$ cat src/rtl/nn_pkg.sv
// Constants and FSM state type shared by the forward and transposed
// matrix-vector multipliers of the network.
package nn_pkg;

    localparam int NN_ROWS = 3;
    localparam int NN_COLS = 2;
    localparam int NN_W    = 4;

    typedef enum logic [1:0] {
        IDLE = 2'd0,
        RUN  = 2'd1,
        DONE = 2'd2
    } nn_state_e;

    // Index counter width; a single-entry dimension still gets one bit.
    function automatic int idx_width(input int n);
        return (n > 1) ? $clog2(n) : 1;
    endfunction

endpackage

$ cat src/rtl/matrix_transpose_mult_if.sv
// Operand/result bus of the transposed multiplier: matrix and error vector in,
// result vector out, each side with its own valid/ready handshake.
interface matrix_transpose_mult_if
    import nn_pkg::*;
#(
    parameter int ROWS = NN_ROWS,
    parameter int COLS = NN_COLS,
    parameter int W    = NN_W
) ();

    logic [ROWS*COLS*W-1:0] a;
    logic [ROWS*W-1:0]      e;
    logic                   in_valid;
    logic                   in_ready;
    logic [COLS*W-1:0]      z;
    logic                   out_valid;
    logic                   out_ready;

    modport master (
        output a, e, in_valid, out_ready,
        input  in_ready, z, out_valid
    );

    modport slave (
        input  a, e, in_valid, out_ready,
        output in_ready, z, out_valid
    );

endinterface

$ cat src/rtl/nn_mac.sv
// Combinational multiply-accumulate: the product is truncated to W bits
// before being added, and the sum wraps modulo 2^W.
module nn_mac
    import nn_pkg::*;
#(
    parameter int W = NN_W
) (
    input  logic [W-1:0] a_i,
    input  logic [W-1:0] b_i,
    input  logic [W-1:0] acc_in_i,
    output logic [W-1:0] acc_out_o
);

    logic [W-1:0] prod_s;

    assign prod_s    = W'(a_i * b_i);
    assign acc_out_o = acc_in_i + prod_s;

endmodule

$ cat src/rtl/matrix_transpose_mult.sv
// Sequential z = A^T * e using one shared MAC, column-outer / row-inner,
// one product per cycle between a capture and a held result.
module matrix_transpose_mult
    import nn_pkg::*;
#(
    parameter int ROWS = NN_ROWS,
    parameter int COLS = NN_COLS,
    parameter int W    = NN_W
) (
    input  logic                    clk,
    input  logic                    rst_n,
    matrix_transpose_mult_if.slave  bus
);

    localparam int IW = idx_width(ROWS);
    localparam int JW = idx_width(COLS);

    nn_state_e     state_q;
    logic [IW-1:0] i_q;
    logic [JW-1:0] j_q;
    logic [W-1:0]  a_q [ROWS][COLS];
    logic [W-1:0]  e_q [ROWS];
    logic [W-1:0]  z_q [COLS];
    logic          in_ready_q;
    logic          out_valid_q;

    logic [W-1:0]  mac_a_s;
    logic [W-1:0]  mac_b_s;
    logic [W-1:0]  mac_acc_s;
    logic [W-1:0]  mac_out_s;

    // Route the current (i, j) operands and accumulator slot to the MAC.
    always_comb begin
        mac_a_s   = a_q[i_q][j_q];
        mac_b_s   = e_q[i_q];
        mac_acc_s = z_q[j_q];
    end

    nn_mac #(.W(W)) u_mac (
        .a_i       (mac_a_s),
        .b_i       (mac_b_s),
        .acc_in_i  (mac_acc_s),
        .acc_out_o (mac_out_s)
    );

    // Controller: capture, MAC sequencing, result hold and handshake flags.
    always_ff @(posedge clk or negedge rst_n) begin
        if (!rst_n) begin
            state_q     <= IDLE;
            i_q         <= {IW{1'b0}};
            j_q         <= {JW{1'b0}};
            in_ready_q  <= 1'b1;
            out_valid_q <= 1'b0;
            for (int r = 0; r < ROWS; r++) begin
                e_q[r] <= {W{1'b0}};
                for (int c = 0; c < COLS; c++) begin
                    a_q[r][c] <= {W{1'b0}};
                end
            end
            for (int c = 0; c < COLS; c++) begin
                z_q[c] <= {W{1'b0}};
            end
        end else begin
            case (state_q)
                IDLE: begin
                    if (bus.in_valid) begin
                        for (int r = 0; r < ROWS; r++) begin
                            e_q[r] <= bus.e[(ROWS-1-r)*W +: W];
                            for (int c = 0; c < COLS; c++) begin
                                a_q[r][c] <= bus.a[(ROWS*COLS-1-(r*COLS+c))*W +: W];
                            end
                        end
                        for (int c = 0; c < COLS; c++) begin
                            z_q[c] <= {W{1'b0}};
                        end
                        i_q        <= {IW{1'b0}};
                        j_q        <= {JW{1'b0}};
                        in_ready_q <= 1'b0;
                        state_q    <= RUN;
                    end
                end
                RUN: begin
                    z_q[j_q] <= mac_out_s;
                    if (i_q == IW'(ROWS-1)) begin
                        // The last row of the last column ends the pass; counters hold there.
                        if (j_q == JW'(COLS-1)) begin
                            out_valid_q <= 1'b1;
                            state_q     <= DONE;
                        end else begin
                            i_q <= {IW{1'b0}};
                            j_q <= j_q + JW'(1);
                        end
                    end else begin
                        i_q <= i_q + IW'(1);
                    end
                end
                DONE: begin
                    if (bus.out_ready) begin
                        out_valid_q <= 1'b0;
                        in_ready_q  <= 1'b1;
                        state_q     <= IDLE;
                    end
                end
                default: begin
                    out_valid_q <= 1'b0;
                    in_ready_q  <= 1'b1;
                    state_q     <= IDLE;
                end
            endcase
        end
    end

    for (genvar c = 0; c < COLS; c++) begin : g_z
        assign bus.z[(COLS-1-c)*W +: W] = z_q[c];
    end

    assign bus.in_ready  = in_ready_q;
    assign bus.out_valid = out_valid_q;

endmodule
$ cat src/flat_wrapper.sv
// flat-port wrapper written by rule: the top's interface ports become plain ports
module matrix_transpose_mult_flat import nn_pkg::*;
#(
    parameter int ROWS = NN_ROWS,
    parameter int COLS = NN_COLS,
    parameter int W    = NN_W
)
  (clk, rst_n, bus_a, bus_e, bus_in_valid, bus_out_ready, bus_in_ready, bus_z, bus_out_valid);
  matrix_transpose_mult_if #(.ROWS(ROWS), .COLS(COLS), .W(W)) bus_i ();
  input  logic clk;
  input  logic rst_n;
  input wire logic [$bits(bus_i.a)-1:0] bus_a;
  input wire logic [$bits(bus_i.e)-1:0] bus_e;
  input wire logic [$bits(bus_i.in_valid)-1:0] bus_in_valid;
  input wire logic [$bits(bus_i.out_ready)-1:0] bus_out_ready;
  output wire logic [$bits(bus_i.in_ready)-1:0] bus_in_ready;
  output wire logic [$bits(bus_i.z)-1:0] bus_z;
  output wire logic [$bits(bus_i.out_valid)-1:0] bus_out_valid;
  assign bus_i.a = bus_a;
  assign bus_i.e = bus_e;
  assign bus_i.in_valid = bus_in_valid;
  assign bus_i.out_ready = bus_out_ready;
  assign bus_in_ready = bus_i.in_ready;
  assign bus_z = bus_i.z;
  assign bus_out_valid = bus_i.out_valid;
  matrix_transpose_mult #(.ROWS(ROWS), .COLS(COLS), .W(W)) u_core (.clk(clk), .rst_n(rst_n), .bus(bus_i));
endmodule
$ cat config.mk
export PLATFORM = sky130hd
export DESIGN_NAME = matrix_transpose_mult_flat
export DESIGN_NICKNAME = d
export VERILOG_FILES = /design/src/rtl/nn_pkg.sv /design/src/rtl/matrix_transpose_mult_if.sv /design/src/rtl/nn_mac.sv /design/src/rtl/matrix_transpose_mult.sv /design/src/flat_wrapper.sv
export SDC_FILE = /design/constraint.sdc
export NUM_CORES = 1
export LEC_CHECK = 0
export ABC_AREA = 0
export CORE_MARGIN = 2
export CORE_UTILIZATION = 52
export DETAILED_ROUTE_END_ITERATION = 8
export PLACE_DENSITY = 0.79
export SYNTH_ARGS = -nofsm -noshare
export SYNTH_HDL_FRONTEND = slang
export SYNTH_SLANG_ARGS = --single-unit
$ cat constraint.sdc
create_clock -name clk -period 5.3 [get_ports clk]
set_input_delay 1.325 -clock clk [delete_from_list [all_inputs] [get_ports clk]]
set_output_delay 1.325 -clock clk [all_outputs]
set_load 0.01 [all_outputs]
# Yosys cells after proc, flatten, opt, wreduce, memory -nomap -nowiden
# Cells that the tools add are included.
[totals]
ff_bits = 51
in_bits = 40
out_inout_bits = 10
elab_cells = 81
[classes]
addsub = 3
n_mul = 1
magnitude_cmp = 3
eq_ne = 8
n_mux = 36
bitwise = 4
n_reduce_logical = 10
[ops]
columns = ["op", "n"]
rows = [
  ["$mux W4", 9],
  ["$mux W8", 3],
  ["$bmux W8 S2", 1],
  ["$pmux W8 S2", 1],
  ["$mux W2", 7],
  ["$reduce_and A3 Y1", 3],
  ["$bmux W4 S2", 1],
  ["$bwmux W8", 1],
  ["$reduce_and A4 Y1", 2],
  ["$mux W1", 7],
  ["$pmux W1 S3", 2],
  ["$pmux W2 S3", 1],
  ["$add A4 B4 Y4", 1],
  ["$demux W4 S1", 1],
  ["$eq A2 B2 Y1 const B", 2],
  ["$mul A4 B4 Y4", 1],
  ["$ne A2 B1 Y1 const B", 2],
  ["$ne A2 B2 Y1 const B", 2],
  ["$pmux W2 S2", 1],
  ["$reduce_and A2 Y1", 2],
  ["$ge A3 B3 Y1 const B", 1],
  ["$ne A3 B3 Y1 const B", 1],
  ["$not A2 Y3", 1],
  ["$add A2 B1 Y2 const B", 1],
  ["10 further kinds", 11],
]

# Logic depth before layout (Yosys ltp)
# Gate-level depths: netlist of the first run.
[depth]
ltp_word = 11
ltp_mapped = 16
depth_no_buf = 15

# Hierarchy
# A second synthesis of the first run with hierarchy kept.
[hier_totals]
cells_unflattened = 221
hier_area_um2 = 2831.5
[by_module_without_submodules]
columns = ["mod", "n_inst", "cells_each", "area_each_um2", "seq_area_each_um2"]
rows = [
  ["matrix_transpose_mult", 1, 197, 2583.7, 1277.5],
  ["nn_mac", 1, 24, 247.7, 0.0],
]

# Worst setup path before layout of the first run
# Ideal clock, no wire load.
[synth_path]
path_kind = "register -> register"
from = "register u_core.i_q[1]"
to = "register u_core.z_q (netlist bit u_core.bus.z[7])"
setup_ps = 121
arrival_time_ps = 3820
required_ps = 5179
slack_ps = 1359
stages_incl_launch_ff = 16
path_cell_list = "dfrtp_1 buf_6 nand2b_1 mux4_2 nor2_1 ha_1 ha_1 inv_1 fa_1 fa_1 xnor2_1 xnor2_1 xnor2_1 xnor2_1 xnor3_1 a22o_1"
[synth_via]
elab_chain_cells = 11
word_cells_on_any_way = 14
classes_between = "1 x add/sub; 1 x mul; 11 x mux; 1 x bitwise"
[synth_lines]
columns = ["item", "line_no", "rtl"]
rows = [
  ["start: declaration", "matrix_transpose_mult.sv:19", "logic [IW-1:0] i_q;"],
  ["start signal: assignment", "matrix_transpose_mult.sv:50", "i_q <= {IW{1'b0}};"],
  ["start signal: assignment", "matrix_transpose_mult.sv:76", "i_q <= {IW{1'b0}};"],
  ["start signal: assignment", "matrix_transpose_mult.sv:90", "i_q <= {IW{1'b0}};"],
  ["$not A2 Y3 (not written as such) (*)", "matrix_transpose_mult.sv:34, matrix_transpose_mult.sv:35", ""],
  ["$bmux W8 S2", "matrix_transpose_mult.sv:34", "mac_a_s = a_q[i_q][j_q];"],
  ["$mux W8 (not written as such) (2 in series)", "matrix_transpose_mult.sv:34", ""],
  ["$mux W4 (not written as such) (3 in series)", "matrix_transpose_mult.sv:34", ""],
  ["$mul A4 B4 Y4 (*)", "nn_mac.sv:16", "assign prod_s = W'(a_i * b_i);"],
  ["$add A4 B4 Y4 (*)", "nn_mac.sv:17", "assign acc_out_o = acc_in_i + prod_s;"],
  ["$bwmux W8 (*)", "matrix_transpose_mult.sv:83", "z_q[j_q] <= mac_out_s;"],
  ["$pmux W8 S2 (*)", "matrix_transpose_mult.sv:64", "case (state_q)"],
  ["end signal: indexed assignment", "matrix_transpose_mult.sv:61", "z_q[c] <= {W{1'b0}};"],
  ["end signal: indexed assignment", "matrix_transpose_mult.sv:74", "z_q[c] <= {W{1'b0}};"],
  ["end signal: indexed assignment", "matrix_transpose_mult.sv:83", ""],
  ["end: declaration", "matrix_transpose_mult.sv:23", "logic [W-1:0] z_q [COLS];"],
]
# Mark *: on every way between the ends. The rest lies on a longest branch, timed or not. The select of a mux whose other input is x is not followed.
# A chain may end at the register's enable or synchronous reset.

# Worst setup path after layout of the first run
# Same ends and word-level chain as after synthesis.

==> flow_summary_export.csv, run 1 <==
group,metric,value,unit
die,die_w,74.4,um
timing,finalHoldViolations,0,
logic_synthesis,synth.top_cell.area_share,48.6,%
logic_synthesis,ys_seq_area_share,49.6,%
cts,root_buffer,"clkbuf_8",
route,drc,0,
cts,clock_sinks,51,
finish,fillers,392,
finish,register_area,0.00128,mm^2
power,peakVddDrop,0.316,mV
power,leakage,0.00134,uW
critical_path,end_kind,"flip-flop",
finish,layout.nets,295,
cts,ctsHoldBuffers,0,
logic_synthesis,syn_area,0.00257,mm^2
die,die_area,0.00553,mm^2
placement,portBuffers,49,
critical_path,critPathKind,"reg -> reg",
logic_synthesis,synth_area_per_cell,12.7,um^2
logic_synthesis,yosys_warnings,0,
route,routed_wl,4850,um
timing,rsz0062_at_grt,"false",
placement,postPlaceCellArea,0.00309,mm^2
cts,post_cts_buffers,0,
power,power_density,673,mW/mm^2
logic_synthesis,synthTopCellsByCount,"50 x dfrtp_1, 40 x mux2_2, 14 x nor2_1",
placement,globalplace.congestion,0.818,
min_path,hp-class,"reg -> reg",
finish,diodes,0,
placement,place_hpwl,3570,um
route,wl_per_cell,15.4,um
logic_synthesis,syn_nets,250,
cts,tritoncts,"yes",
timing,skew,6.76,ps
timing,max_clock_freq,221,MHz
timing,fin_setup_tns,0,ps
critical_path,reg2reg_from,"u_core.i_q[1]",
die,io_pins,50,
critical_path,worstSetupStartpointType,"flip-flop",
timing,tightestPinTransition,1090,ps
cts,insertion_delay,300,ps
timing,slew_viol_final,0,
global_routing,grt.total_usage,20.3,%
global_routing,antenna_found_initial,0,
timing,period_needed,4530,ps
global_routing,grt_pass1_wl,8340,um
die,die_h,74.4,um
global_routing,grt_max_degree,52,
route,met3_length,166,um
die,core-area,0.00475,mm^2
cts,cts_max_path_buffers,2,
die,initial_core_util,54.1,%
timing,slew-limit-headroom,27.1,%
route,top_layer,"met4",
finish,area_delta_synth_final,24.7,%
critical_path,critical_path_required,5500,ps
min_path,worstHoldStart,"u_core.a_q[18]",
logic_synthesis,synth_cells,202,
route,num_vias,1678,
route,routedLengthMet1,2230,um
run,cap_violations,0,
status,status,"complete, no violations",
logic_synthesis,synth_area_leaders,"dfrtp_1 49%, mux2_2 18%, mux2i_1 3.9%",
critical_path,startpoint,"u_core.i_q[1]",
finish,drive_gt1_share,24.2,%
critical_path,cp_max_fo,23,
logic_synthesis,ys_ff_latch,51,
finish,multiInputGateArea,0.00122,mm^2
timing,final-setup-viol-count,0,
logic_synthesis,ys_types,37,
cts,cts.clk_slew.worst_paths,90,ps
logic_synthesis,synthArstFlopShare,100,%
route,firstDrtPassIters,4,
finish,stdcell_area,0.00321,mm^2
route,drtIter0Drc,70,
cts,cts_buffers,5,
route,via_per_inst,5.33,
logic_synthesis,yosysMostFrequentCell,"dfrtp_1",
die,row_count,25,
cts,cts_resized,0,
route,antenna_left,0,
route,met2_length,2390,um
critical_path,worst_ep_arrival_time,4720,ps
cts,cts_max_level,2,
global_routing,overflow,0,
logic_synthesis,synth_edf_count,0,
global_routing,grt_pass1_vias,1722,
logic_synthesis,ys.flop_type,"dfrtp_1",
logic_synthesis,synth_top_area_cell,"dfrtp_1",
timing,fin_crit_sh,85.4,%
-- logic make-up after synthesis --
family	Yosys count	share of synthesized area [%]
XOR/XNOR	7	2.92
flip-flops	51	49.6
adder cells (fa/ha/maj)	8	4.47
buffers and inverters	17	3.31
multiplexers	55	25.2
AND/OR/NAND/NOR	39	7.19
AO/OA/AOI/OAI	25	7.29
-- final timing paths --
kind,endpoint,slack (ps),depth (start not counted)
max in group asynchronous,u_core.bus.z[3],3410,1
worst min-delay path,u_core.a_q[18],520,1
min in group asynchronous,u_core.a_q[18],1220,1
worst min register to register,u_core.a_q[18],520,1
worst max-delay path,u_core.bus.z[7],770,14
worst max register to register,u_core.bus.z[7],770,14
-- layer usage --
| metal | global-route usage [%] | up-vias |
|---|---|---|
| li1 | - | 801 |
| met1 | 28.0 | 838 |
| met2 | 32.3 | 32 |
| met3 | 4.88 | 7 |
| met4 | 5.95 | 0 |
| met5 | 0 | - |
-- state kept, by name, summed over array words and instances, names as in the netlist --
register	flops
u_core.j_q	1
u_core.e_q	12
u_core.state_q	2
u_core.bus.out_valid	1
u_core.bus.in_ready	1
u_core.bus.z	8
u_core.a_q	24
u_core.i_q	2
-- per-stage QoR --
| stage | utilization (%) | cells | worst slack, ps | total power, uW | hold slack (ps) |
|---|---|---|---|---|---|
| finish | 67.5 | 315 | 774 | 2160 | 520 |
| global route | 67.5 | 315 | 476 | 2340 | 537 |
| CTS | 67.5 | 315 | 755 | 2180 | 521 |
| detailed placement | 64.9 | 307 | 773 | 1890 | 499 |
| global placement | 64.9 | 307 | 933 | 1850 | 487 |
| floorplan | - | 202 | 1360 | 1610 | 475 |
-- cell type report --
cell class,count,share of cell area [%]
multi-input cells,134,38.0
clock inverters,2,1.21
clock buffers,6,2.57
well taps,67,2.61
inverters,6,0.702
repair buffers,49,15.1
flip-flops and latches,51,39.8
-- cells in the final DEF (no fill, tap or decap), drive strengths merged, types with 3 or more instances in the layout --
| cell type | netlist | final |
|---|---|---|
| a22o | 6 | 6 |
| nand2b | 9 | 9 |
| o21ai | 5 | 5 |
| mux2 | 42 | 42 |
| ha | 6 | 6 |
| dfrtp | 50 | 50 |
| clkdlybuf4s50 | 0 | 48 |
| a21oi | 3 | 3 |
| nor2 | 16 | 16 |
| clkbuf | 2 | 6 |
| inv | 6 | 7 |
| nand2 | 9 | 9 |
| mux2i | 10 | 10 |
| xnor2 | 6 | 6 |
| mux4 | 3 | 3 |
-- report_power, final --
group | total, uW | switching [uW] | internal (uW)
Combinational | 1110 | 471 | 638
Clock | 284 | 128 | 155
Sequential | 767 | 181 | 586
Total | 2160 | 780 | 1380
-- critical path, cell delays in order, from the launching register on --
cell and delay [ps]:
dfrtp_1 920, mux2i_1 190, mux4_2 530, nor2_1 120, ha_1 250, ha_1 280, inv_1 50, fa_1 500
fa_1 440, xnor2_1 140, xnor2_1 200, xnor2_1 160, xnor2_1 150, xnor3_1 260, a22o_1 240
(Power assumes the default switching activity.)
==> run 2: changes to the inputs <==
CTS_CLUSTER_DIAMETER = 30   (was default)
TNS_END_PERCENT = 100   (was default)
==> results of run 2 <==
No change in the layout: final DEF, timing and power equal those of run 1.
==> run 3: changes to the inputs <==
HOLD_SLACK_MARGIN = 0.12   (was default)
==> results of run 3 <==
No change in the layout: final DEF, timing and power equal those of run 1.
